`src/rtl/axis_pkg.sv`:
```
// Shared types and constants for the AXI-Stream 1:2 packet demultiplexer.
package axis_pkg;

  localparam int DATA_WIDTH_DEF = 8;

  typedef enum logic [1:0] {
    IDLE = 2'd0,
    PKT1 = 2'd1,
    PKT2 = 2'd2
  } state_e;

  localparam logic PORT_1 = 1'b0;
  localparam logic PORT_2 = 1'b1;

endpackage

```
`src/rtl/axis_fifo2.sv`:
```
// Two-entry {last, data} skid buffer feeding one master port; entry 0 is always the head.
module axis_fifo2
  import axis_pkg::*;
#(
  parameter int DATA_WIDTH = DATA_WIDTH_DEF
) (
  input  logic                  clk,
  input  logic                  reset,
  input  logic                  push,
  input  logic [DATA_WIDTH-1:0] push_data,
  input  logic                  push_last,
  input  logic                  out_ready,
  output logic [1:0]            count,
  output logic                  out_valid,
  output logic [DATA_WIDTH-1:0] out_data,
  output logic                  out_last
);

  logic [DATA_WIDTH:0] ent_q [2];
  logic [DATA_WIDTH:0] ent_d [2];
  logic [1:0]          count_q;
  logic [1:0]          count_d;
  logic                pop_s;
  logic [DATA_WIDTH:0] new_s;

  // Next-state of the buffer: push appends behind the head, pop shifts entry 1 forward.
  always_comb begin
    ent_d   = ent_q;
    count_d = count_q;
    pop_s   = (count_q != 2'd0) && out_ready;
    new_s   = {push_last, push_data};
    case ({push, pop_s})
      2'b10: begin
        if (count_q == 2'd0) begin
          ent_d[0] = new_s;
          count_d  = 2'd1;
        end else if (count_q == 2'd1) begin
          ent_d[1] = new_s;
          count_d  = 2'd2;
        end else begin
          count_d = count_q;
        end
      end
      2'b01: begin
        ent_d[0] = ent_q[1];
        count_d  = count_q - 2'd1;
      end
      2'b11: begin
        // Simultaneous push/pop keeps the count; the new beat lands behind any survivor.
        if (count_q == 2'd1) begin
          ent_d[0] = new_s;
        end else begin
          ent_d[0] = ent_q[1];
          ent_d[1] = new_s;
        end
      end
      default: begin
        count_d = count_q;
      end
    endcase
  end

  // Buffer storage with synchronous active-low reset.
  always_ff @(posedge clk) begin
    if (!reset) begin
      ent_q[0] <= '0;
      ent_q[1] <= '0;
      count_q  <= 2'd0;
    end else begin
      ent_q   <= ent_d;
      count_q <= count_d;
    end
  end

  assign count     = count_q;
  assign out_valid = (count_q != 2'd0);
  assign out_data  = ent_q[0][DATA_WIDTH-1:0];
  assign out_last  = ent_q[0][DATA_WIDTH];

endmodule

```
`src/rtl/axis_demux_1_2.sv`:
```
// 1:2 AXI-Stream packet demultiplexer: sel is latched at packet start, each output is buffered.
module axis_demux_1_2
  import axis_pkg::*;
#(
  parameter int DATA_WIDTH = DATA_WIDTH_DEF
) (
  input  logic                  clk,
  input  logic                  reset,
  input  logic                  sel,
  input  logic [DATA_WIDTH-1:0] s_data,
  input  logic                  s_valid,
  output logic                  s_ready,
  input  logic                  s_last,
  output logic [DATA_WIDTH-1:0] m_data_1,
  output logic                  m_valid_1,
  input  logic                  m_ready_1,
  output logic                  m_last_1,
  output logic [DATA_WIDTH-1:0] m_data_2,
  output logic                  m_valid_2,
  input  logic                  m_ready_2,
  output logic                  m_last_2
);

  state_e     state_q;
  state_e     state_d;
  logic       dest_s;
  logic       accept_s;
  logic [1:0] count_1_s;
  logic [1:0] count_2_s;

  // Destination and ready: only buffer counts and sel feed s_ready, never m_ready_x.
  always_comb begin
    dest_s = sel;
    case (state_q)
      IDLE:    dest_s = sel;
      PKT1:    dest_s = PORT_1;
      PKT2:    dest_s = PORT_2;
      default: dest_s = sel;
    endcase
    if (dest_s == PORT_1) begin
      s_ready = reset && (count_1_s < 2'd2);
    end else begin
      s_ready = reset && (count_2_s < 2'd2);
    end
    accept_s = s_valid && s_ready;
  end

  // Packet-lock FSM: leaves IDLE on the first non-last beat, returns on the last beat.
  always_comb begin
    state_d = state_q;
    if (accept_s) begin
      case (state_q)
        IDLE: begin
          if (s_last) begin
            state_d = IDLE;
          end else if (dest_s == PORT_2) begin
            state_d = PKT2;
          end else begin
            state_d = PKT1;
          end
        end
        PKT1, PKT2: begin
          if (s_last) begin
            state_d = IDLE;
          end else begin
            state_d = state_q;
          end
        end
        default: state_d = IDLE;
      endcase
    end else begin
      state_d = state_q;
    end
  end

  // State register with synchronous active-low reset.
  always_ff @(posedge clk) begin
    if (!reset) begin
      state_q <= IDLE;
    end else begin
      state_q <= state_d;
    end
  end

  axis_fifo2 #(.DATA_WIDTH(DATA_WIDTH)) u_fifo_1 (
    .clk       (clk),
    .reset     (reset),
    .push      (accept_s && (dest_s == PORT_1)),
    .push_data (s_data),
    .push_last (s_last),
    .out_ready (m_ready_1),
    .count     (count_1_s),
    .out_valid (m_valid_1),
    .out_data  (m_data_1),
    .out_last  (m_last_1)
  );

  axis_fifo2 #(.DATA_WIDTH(DATA_WIDTH)) u_fifo_2 (
    .clk       (clk),
    .reset     (reset),
    .push      (accept_s && (dest_s == PORT_2)),
    .push_data (s_data),
    .push_last (s_last),
    .out_ready (m_ready_2),
    .count     (count_2_s),
    .out_valid (m_valid_2),
    .out_data  (m_data_2),
    .out_last  (m_last_2)
  );

endmodule

```
`config.mk`:
```
export PLATFORM = sky130hd
export DESIGN_NAME = axis_demux_1_2
export DESIGN_NICKNAME = d
export VERILOG_FILES = /design/src/rtl/axis_pkg.sv /design/src/rtl/axis_fifo2.sv /design/src/rtl/axis_demux_1_2.sv
export SDC_FILE = /design/constraint.sdc
export NUM_CORES = 1
export LEC_CHECK = 0
export ABC_AREA = 0
export BUFFER_PORTS_ARGS = -buffer_cell sky130_fd_sc_hd__buf_2
export CAP_MARGIN = 20
export CORE_MARGIN = 5
export CORE_UTILIZATION = 55
export CTS_CLUSTER_SIZE = 25
export DETAILED_ROUTE_END_ITERATION = 10
export PLACE_DENSITY = 0.84
export SLEW_MARGIN = 10
export SYNTH_ARGS = -nofsm -noshare
export SYNTH_HDL_FRONTEND = slang
export SYNTH_SLANG_ARGS = --single-unit
```
`constraint.sdc`:
```
create_clock -name clk -period 3.09 [get_ports clk]
set_clock_uncertainty 0.15 [all_clocks]
set_input_delay 0.1545 -clock clk [delete_from_list [all_inputs] [get_ports clk]]
set_output_delay 0.1545 -clock clk [all_outputs]
set_load 0.005 [all_outputs]
```
==> out/metrics.csv, run 1 <==
metric;value;unit
status;finished clean;
sequential area share after synthesis;37.27;%
Syn Nets;248;
die height;74.05;um
Layout Area Growth over Synthesis;8.874;%
# Post-CTS Setup Buffers;0;
drt drc;0;
total gr overflow;0;
Initial Util;56.40;%
Pint;924.7;uW
Fill cells;355;
antenna viol nets, final;0;
CP peak stage delay;0.41;ns
CTS clk-pin slew, worst paths;0.09;ns
slowest stage cell on the critical path;mux2i_2;
switching pwr;424.1;uW
power density over cell area;549.2;nW/um^2
Worst Tran Pin Value;0.5187;ns
Final Wtd Congestion;0.8100;
Fin Setup TNS;0;ns
WL/cell;15.50;um
vias per inst;5.749;
CP required;3.13;ns
Yosys Warn Count;0;
Worst EP arrival;2.93;ns
Final Hold Slack;0.02224;ns
H-tree levels;2;
Max-Cap Viols;0;
flops & latches, synth;42;
antenna violations before repair;0;
first-pass GRT wire length;7748;um
final setup vio count;0;
Std-Cell Rows;23;
largest net degree at the start of global routing;25;
clk_lat worst skew;0.29;ns
CTS tree;yes;
Final #Nets;269;
Longest Clk Path Bufs;2;
Sink Count;42;
initial DRC count;92;
crit path capture type;flip-flop;
Worst Hold Class;in2reg;
Combinational Power Share;26.2;%
commonest cells after routing, fill and taps aside;dfxtp_1 (42), buf_2 (35), nor2b_1 (22), mux2i_1 (22), o211a_1 (20);
worst-path fanout max;9;
register area;840.8;um^2
commonest non-fill, non-tap cell in the layout;dfxtp_1;
Netlist cell types;37;
P_leak;0.001342;uW
share of cells above drive strength 1;23.24;%
Clock power frac;27.3;%
unrepaired setup endpoints after global routing;no;
Slew Limit Fails;0;
total CTS buffers;5;
clock root buffer;clkbuf_8;
Max VDD drop;326.7;uV
Fmax;346.1;MHz
Multi-input gate area;1179;um^2
width of the die;74.05;um
Buffers on Ports;35;
core area;4000;um^2
dpl hpwl;3195;um
critical setup path kind;reg2reg;
cells after synthesis;219;
Flop pwr share;46.5;%
startpoint type of the worst setup path;flip-flop;
worst rel slew slack;65.31;%
Tmin final;2.889;ns
sw frac;31.44;%
Cell Area, Synth;2256;um^2
I/O pins;36;
DRT Pass-1 Iters;4;
Synth Area per Inst;10.30;um^2
ANT cells;0;
crit-path cells;inv_1 -> ha_1 -> mux2i_2 -> or3_1 -> clkinv_2 -> ha_1 -> nor2b_1 -> o21a_1 -> a221o_1 -> o211a_1;
period utilisation layout;93.51;%
Hold Violations, Final;0;
CP most frequent cell;ha_1;
DIE AREA;5483;um^2
GRT Resource Usage Total;18.05;%
vias;1673;
routed wire length;4510;um
vias in the first global route;1629;
-- synth_stat cells --
| cell type | count | share of area [%] |
|---|---|---|
| o21a_1 | 1 | 0.33 |
| buf_4 | 17 | 5.7 |
| o41a_1 | 1 | 0.50 |
| a32o_1 | 2 | 0.89 |
| mux2i_1 | 22 | 9.8 |
| ha_1 | 14 | 7.8 |
| or3_1 | 1 | 0.28 |
| a21boi_0 | 1 | 0.33 |
| mux2i_2 | 1 | 0.61 |
| o221a_2 | 1 | 0.50 |
| o21ai_2 | 1 | 0.39 |
| buf_2 | 4 | 0.89 |
| a221o_1 | 18 | 8.0 |
| o211a_1 | 20 | 8.9 |
| o211ai_1 | 1 | 0.33 |
| nor2b_1 | 22 | 6.1 |
| buf_6 | 1 | 0.50 |
| nand2b_1 | 2 | 0.55 |
| dfxtp_1 | 42 | 37 |
| o21ai_4 | 1 | 0.72 |
| clkinv_2 | 1 | 0.22 |
| a31oi_2 | 1 | 0.55 |
| o21ai_0 | 1 | 0.22 |
| nor2_1 | 3 | 0.50 |
| and3b_1 | 1 | 0.39 |
| inv_2 | 1 | 0.17 |
| a31oi_1 | 1 | 0.28 |
| nand4_1 | 2 | 0.55 |
| xor2_1 | 1 | 0.39 |
| a21oi_1 | 3 | 0.67 |
| nor4bb_1 | 1 | 0.44 |
| o22ai_1 | 1 | 0.28 |
| inv_1 | 15 | 2.5 |
| a31o_2 | 1 | 0.39 |
| nand2_1 | 9 | 1.5 |
| clkbuf_1 | 3 | 0.50 |
| clkbuf_2 | 1 | 0.22 |
-- per-stage QoR --
step | instance area, um^2 | power [uW] | util, % | setup slack (ns) | std cells
floorplan | 2256 | 930.4 | - | 0.4083 | 219
global placement | 2349 | 985.3 | 58.71 | 0.2942 | 282
detailed placement | 2349 | 993.8 | 58.71 | 0.2159 | 282
CTS | 2452 | 1365 | 61.31 | 0.1437 | 291
global route | 2456 | 1439 | 61.40 | 0.01342 | 291
finish | 2456 | 1349 | 61.40 | 0.2007 | 291
-- path summary, 6_finish.rpt --
kind / from / endpoint / slack (ns) / cells past startpoint
max: state_q[1] / u_fifo_2.out_last / 0.20 / 10
min: s_data[1] / u_fifo_1.ent_q[1] / 0.02 / 3
max reg2reg: state_q[1] / u_fifo_2.out_last / 0.20 / 10
min reg2reg: u_fifo_1.out_data[5] / u_fifo_1.out_data[5] / 0.35 / 1
-- registers in the layout (all words and copies together) (netlist names) --
register,flops
state_q,2
u_fifo_2.out_last,1
u_fifo_2.out_data,8
u_fifo_2.count,2
u_fifo_1.count,2
u_fifo_1.out_last,1
u_fifo_1.ent_q,9
u_fifo_2.ent_q,9
u_fifo_1.out_data,8
-- layer usage --
layer,vias to the layer above,wire [um],track usage [%]
li1,824,-,-
met1,809,2061,23.38
met2,36,2181,29.72
met3,4,204,3.784
met4,0,62,6.439
met5,-,0,0
-- kinds of logic (layout without fill, tap and decap cells) --
kind of cell             after synthesis  count (layout)  share of synthesized area, %
AO/OA/AOI/OAI                         55              55                         23.24
adder cells (fa/ha/maj)               14              14                         7.765
flip-flops                            42              42                         37.27
multiplexers                          23              23                         10.37
XOR/XNOR                               1               1                        0.3883
AND/OR/NAND/NOR                       41              41                         10.32
buffers and inverters                 43              65                         10.65
-- worst max-delay path, delay by kind of cell (launching register included) --
family	cells	cell delay, ns
AO/OA/AOI/OAI	3	0.76
adder cells (fa/ha/maj)	2	0.53
AND/OR/NAND/NOR	2	0.42
multiplexers	1	0.41
flip-flops	1	0.36
buffers and inverters	2	0.18
-- power by group through the flow --
| stage | Combinational [uW] | Clock [uW] | Sequential, uW |
|---|---|---|---|
| after floorplan | 295 | 0 | 635 |
| after global placement | 346 | 0 | 639 |
| after detailed placement | 353 | 0 | 641 |
| after CTS | 357 | 381 | 628 |
| after global routing | 400 | 405 | 634 |
| final | 353 | 368 | 627 |
-- final cells by class --
| class | instances | area share [%] |
|---|---|---|
| Multi-Input combinational cell | 134 | 47.99 |
| Sequential cell | 42 | 34.23 |
| Timing Repair Buffer | 40 | 8.762 |
| Clock buffer | 5 | 2.802 |
| Inverter | 17 | 2.649 |
| Tap cell | 50 | 2.547 |
| Clock inverter | 3 | 1.019 |
-- timing repair --
action	in CTS	in global routing
endpoints found under the hold margin	1	0
gates resized for setup	0	1
hold buffers	1	0
endpoints found under the setup margin	0	9
Power figures use the tool's default switching activity.
==> inputs of run 2 (changes only) <==
--- a/config.mk
+++ b/config.mk
@@ -12,7 +12,9 @@
 export CORE_UTILIZATION = 55
 export CTS_CLUSTER_SIZE = 25
 export DETAILED_ROUTE_END_ITERATION = 10
+export HOLD_SLACK_MARGIN = 0.12
 export PLACE_DENSITY = 0.84
+export SKIP_CTS_REPAIR_TIMING = 1
 export SLEW_MARGIN = 10
 export SYNTH_ARGS = -nofsm -noshare
 export SYNTH_HDL_FRONTEND = slang
==> run 2 against run 1 <==
Sequential share of layout area is 1.2 points lower. Global-route usage down 0.084 points. Final cell count up 3.1%. Critical endpoint unchanged. Highest routed layer unchanged.
==> out/metrics.csv, run 2 (same netlist as run 1, synthesis figures left out) <==
metric;value;unit
status;finished clean;
drt drc;0;
final worst-path setup slack;0.1977;ns
dpl hpwl;3195;um
CTS clk-pin slew, worst paths;0.09;ns
antenna violations before repair;0;
Max-Cap Viols;0;
switching pwr;426.0;uW
total CTS buffers;5;
Most Crowded Layer GR;met2;
vias;1712;
total gr overflow;0;
Fmax;345.7;MHz
ANT cells;0;
largest net degree at the start of global routing;25;
Max VDD drop;326.4;uV
Combinational Power Share;26.7;%
DRT Pass-1 Iters;4;
worst rel slew slack;65.45;%
Sink Count;42;
Std-Cell Rows;23;
Worst Tran Pin Value;0.5166;ns
power density over cell area;533.4;nW/um^2
WL/cell;15.42;um
Largest regs;u_fifo_1.ent_q (9), u_fifo_2.ent_q (9);
vias in the first global route;1622;
routed wire length;4626;um
Initial Util;56.40;%
startpoint type of the worst setup path;flip-flop;
vias per inst;5.707;
Final Wtd Congestion;0.8100;
CP most frequent cell;ha_1;
Slew Limit Fails;0;
P_leak;0.001380;uW
Buffers on Ports;35;
Flop pwr share;46.2;%
met3 global-route usage;3.784;%
H-tree levels;2;
register area;840.8;um^2
CTS tree;yes;
first-pass GRT wire length;7707;um
final core utilization;63.65;%
I/O pins;36;
Layout Area Growth over Synthesis;12.87;%
GRT Resource Usage Total;17.97;%
crit-path cells;inv_1 -> ha_1 -> mux2i_2 -> or3_1 -> clkinv_2 -> ha_1 -> nor2b_1 -> o21a_1 -> a221o_1 -> o211a_1;
Pint;932.1;uW
Hold Violations, Final;0;
buffers and inverters on the worst path;2;
clk_lat worst skew;0.29;ns
width of the die;74.05;um
final setup vio count;0;
Crit path max-delay family;compound AO/OA/AOI/OAI gates;
critical setup path kind;reg2reg;
Multi-input gate area;1179;um^2
Worst EP arrival;2.94;ns
commonest non-fill, non-tap cell in the layout;dfxtp_1;
Tmin final;2.892;ns
CP required;3.13;ns
period utilisation layout;93.60;%
Clock power frac;27.1;%
die height;74.05;um
antenna viol nets, final;0;
Worst Hold Class;in2reg;
clock root buffer;clkbuf_8;
DIE AREA;5483;um^2
Reg2Reg Setup Slack;0.20;ns
Fill cells;343;
crit path capture type;flip-flop;
pre-CTS WS;0.2159;ns
Fin Setup TNS;0;ns
core area;4000;um^2
CP peak stage delay;0.41;ns
M2 GR Usage;29.53;%
Final #Nets;278;
sw frac;31.36;%
commonest cells after routing, fill and taps aside;dfxtp_1 (42), buf_2 (35), nor2b_1 (22), mux2i_1 (22), o211a_1 (20);
slowest stage cell on the critical path;mux2i_2;
Final Hold Slack;0.1390;ns
worst-path fanout max;9;
unrepaired setup endpoints after global routing;no;
share of cells above drive strength 1;22.40;%
Longest Clk Path Bufs;2;
met1 GRT Util;23.30;%
initial DRC count;109;
==> run 2: cell types whose count changed in the layout (fill, tap and decap cells not counted), sizes merged <==
| cell | change |
|---|---|
| dlygate4sd3 | +9 |
==> run 2: worst reg2reg max path: cells and delay by family, from the launching register on <==
family                   cells  cell delay [ns]
flip-flops                   1             0.36
AO/OA/AOI/OAI                3             0.76
adder cells (fa/ha/maj)      2             0.53
AND/OR/NAND/NOR              2             0.42
buffers and inverters        2             0.18
multiplexers                 1             0.41
==> run 2: worst paths after layout <==
path / from / endpoint / depth (start not counted)
worst max-delay path: state_q[1] / u_fifo_2.out_last / 10
worst min-delay path: reset / u_fifo_1.out_data[1] / 2
worst max register to register: state_q[1] / u_fifo_2.out_last / 10
worst min register to register: u_fifo_2.out_last / u_fifo_2.out_last / 1
==> run 2: layout make-up <==
class / count / area share (%)
Inverter: 17 / 2.555
Clock buffer: 5 / 2.703
Tap cell: 50 / 2.457
Sequential cell: 42 / 33.02
Timing Repair Buffer: 49 / 11.99
Multi-Input combinational cell: 134 / 46.29
Clock inverter: 3 / 0.9828
==> run 2: layer usage <==
layer	up-vias	routed length, um
li1	842	-
met3	4	184
met4	0	62
met5	-	0
met1	831	2096
met2	35	2282
==> run 2: metrics by stage <==
stage | cells | cell area (um^2) | power [uW]
6_report | 300 | 2546 | 1358
3_5_place_dp | 282 | 2349 | 993.8
2_1_floorplan | 219 | 2256 | 930.4
3_3_place_gp | 282 | 2349 | 985.3
4_1_cts | 290 | 2442 | 1364
5_1_grt | 300 | 2546 | 1448
==> run 2: power groups by stage <==
| stage | logic [uW] | registers [uW] | clock network [uW] |
|---|---|---|---|
| detailed placement | 353 | 641 | 0 |
| CTS | 356 | 628 | 381 |
| global placement | 346 | 639 | 0 |
| global route | 409 | 634 | 405 |
| floorplan | 295 | 635 | 0 |
| finish | 362 | 628 | 368 |
==> inputs of run 3 (changes only) <==
--- a/config.mk
+++ b/config.mk
@@ -18,4 +18,5 @@
 export SLEW_MARGIN = 10
 export SYNTH_ARGS = -nofsm -noshare
 export SYNTH_HDL_FRONTEND = slang
+export SYNTH_HIERARCHICAL = 1
 export SYNTH_SLANG_ARGS = --single-unit
==> run 3 against run 2 <==
Hold slack lost 0.031 ns. Sequential power up 0.6%. Die area rose by 2.8%. Total power up 4.9%. Wire length grew 6.9%. Register-to-register slack improved by 0.29 ns. Sequential share of layout area decreased by 0.73 points. First-iteration DRC count rose by 9.2%. Sequential cell count stayed put. Highest routed layer unchanged. Critical path type unchanged. Clock power up 1%. Critical path depth shrank 1. Critical endpoint is now u_fifo_1/ent_q[0].
==> out/metrics.csv, run 3 <==
metric;value;unit
status;finished clean;
Post-synth EDFFs;0;
Layout Cells excl Fill;335;
slowest stage cell on the critical path;dfxtp_1;
crit path capture type;flip-flop;
share of cells above drive strength 1;23.16;%
critical setup path kind;reg2reg;
CP Launch Point;state_q[1];
CTS tree;yes;
Longest Clk Path Bufs;2;
WL/cell;14.76;um
worst-path fanout max;13;
commonest non-fill, non-tap cell in the layout;dfxtp_1;
Fin Setup TNS;0;ns
Buffers on Ports;35;
sw frac;32.74;%
Synth Flop Type;dfxtp_1;
sequential area share after synthesis;36.11;%
Flop pwr share;44.4;%
Final Wtd Congestion;0.8312;
placed cell count;316;
Sink Count;42;
DRT Pass-1 Iters;4;
Synth area leader;dfxtp_1;
Std-Cell Rows;23;
Fmax;384.7;MHz
Max-Cap Viols;0;
dpl hpwl;3423;um
Max VDD drop;378.3;uV
Tmin final;2.600;ns
width of the die;75.07;um
Layout Area Growth over Synthesis;11.82;%
first-pass GRT wire length;7990;um
total CTS buffers;5;
I/O pins;36;
period utilisation layout;84.13;%
clock root buffer;clkbuf_8;
clk_lat worst skew;0.30;ns
CP required;3.12;ns
ANT cells;0;
Syn Nets;278;
worst r2r dst;u_fifo_1/ent_q[0];
cells on worst reg2reg path;9;
Combinational Power Share;29.5;%
CP peak stage delay;0.40;ns
Initial Util;57.39;%
initial DRC count;119;
Worst Tran Pin Value;0.4158;ns
antenna violations before repair;0;
cells after synthesis;255;
crit-path cells;inv_1 -> ha_1 -> mux2i_2 -> nor3b_1 -> buf_4 -> nand2b_4 -> a21oi_4 -> mux2i_1 -> nor2_1;
Final Hold Slack;0.1084;ns
Worst EP arrival;2.63;ns
Final #Nets;307;
routed wire length;4944;um
switching pwr;466.6;uW
P_leak;0.001121;uW
startpoint type of the worst setup path;flip-flop;
Clock power frac;26.2;%
most frequent cell after synthesis;dfxtp_1;
power density over cell area;547.3;nW/um^2
Synth Area per Inst;9.131;um^2
Yosys Warn Count;6;
final setup vio count;0;
vias;1868;
Cell Area, Synth;2328;um^2
Largest regs;u_fifo_1/ent_q (9), u_fifo_2/ent_q (9);
CTS clk-pin slew, worst paths;0.08;ns
Slew Limit Fails;0;
total gr overflow;0;
Pint;958.4;uW
H-tree levels;2;
antenna viol nets, final;0;
unrepaired setup endpoints after global routing;no;
flops & latches, synth;42;
top area cells in the synthesized netlist;dfxtp_1 (36%), mux2i_1 (13%), buf_4 (6.1%), a21oi_1 (4.3%), ha_1 (4.3%);
origin of the critical flop-to-flop path;state_q[1];
largest net degree at the start of global routing;25;
GRT Resource Usage Total;18.44;%
Async SR Flop Fraction;0;%
Synth top area share;36.11;%
vias per inst;5.576;
die height;75.07;um
Worst Hold Class;in2reg;
commonest cells after routing, fill and taps aside;dfxtp_1 (42), buf_2 (35), mux2i_1 (30), nor2_1 (23), a21oi_1 (20);
Reg2Reg Setup Slack;0.49;ns
synth cell count leaders;dfxtp_1 (42), mux2i_1 (30), nor2_1 (23), a21oi_1 (20);
hold path start;s_last;
core area;4058;um^2
Critical Path Sink;u_fifo_1/ent_q[0];
DIE AREA;5635;um^2
Netlist cell types;38;
Hold Violations, Final;0;
drt drc;0;
vias in the first global route;1824;
final core utilization;64.17;%
worst rel slew slack;72.28;%
[run 3: cell type report]
type                            count  area (um^2)
Clock buffer                        6        82.58
Clock inverter                      2        12.51
Fill cell                         325         1454
Inverter                           10        37.54
Multi-Input combinational cell    176         1260
Sequential cell                    42        840.8
Tap cell                           50        62.56
Timing Repair Buffer               49        307.8
[run 3: worst min path at each step]
stage	end	cells after the start
after CTS	u_fifo_2/out_last	2
after global routing	u_fifo_2/ent_q[8]	3
after floorplan	u_fifo_1/out_data[1]	1
after detailed placement	u_fifo_2/out_last	2
after global placement	u_fifo_1/ent_q[4]	3
final	u_fifo_2/ent_q[8]	3
[run 3: critical path, delay by kind of cell, from the launching register on]
family                     cells  cell delay (ns)
muxes                          2             0.64
DFF                            1             0.40
adders and majority gates      1             0.36
and+or+nand+nor                3             0.36
buffers and inverters          2             0.29
AOI/OAI and AO/OA              1             0.29
[run 3: metrics by stage]
step	cell area, um^2	setup slack (ns)	power (uW)
6_report	2604	0.4904	1425
5_1_grt	2604	0.3019	1512
4_1_cts	2494	0.5129	1428
3_5_place_dp	2399	0.5398	1051
3_3_place_gp	2399	0.6541	1038
2_1_floorplan	2328	0.5409	982.0
[run 3: metal layers]
metal | global-route usage, % | part of all wire (%) | vias up
li1 | - | - | 946
met1 | 22.30 | 46 | 876
met2 | 30.75 | 48 | 41
met3 | 4.673 | 4.9 | 5
met5 | 0 | 0 | -
met4 | 8.300 | 1.3 | 0
[run 3: power groups by stage]
stage	combinational [uW]	sequential [uW]	clock, uW
floorplan	346	636	0
global placement	396	642	0
detailed placement	406	645	0
CTS	410	632	386
global route	470	638	404
finish	420	632	373
[run 3: logic make-up (layout without fill, tap and decap cells)]
| logic type | Yosys count | count (layout) | share of synthesized area [%] |
|---|---|---|---|
| AOI/OAI and AO/OA | 62 | 62 | 17.19 |
| adders and majority gates | 8 | 8 | 4.299 |
| buffers and inverters | 37 | 67 | 9.780 |
| DFF | 42 | 42 | 36.11 |
| muxes | 31 | 31 | 13.49 |
| and+or+nand+nor | 75 | 75 | 19.13 |
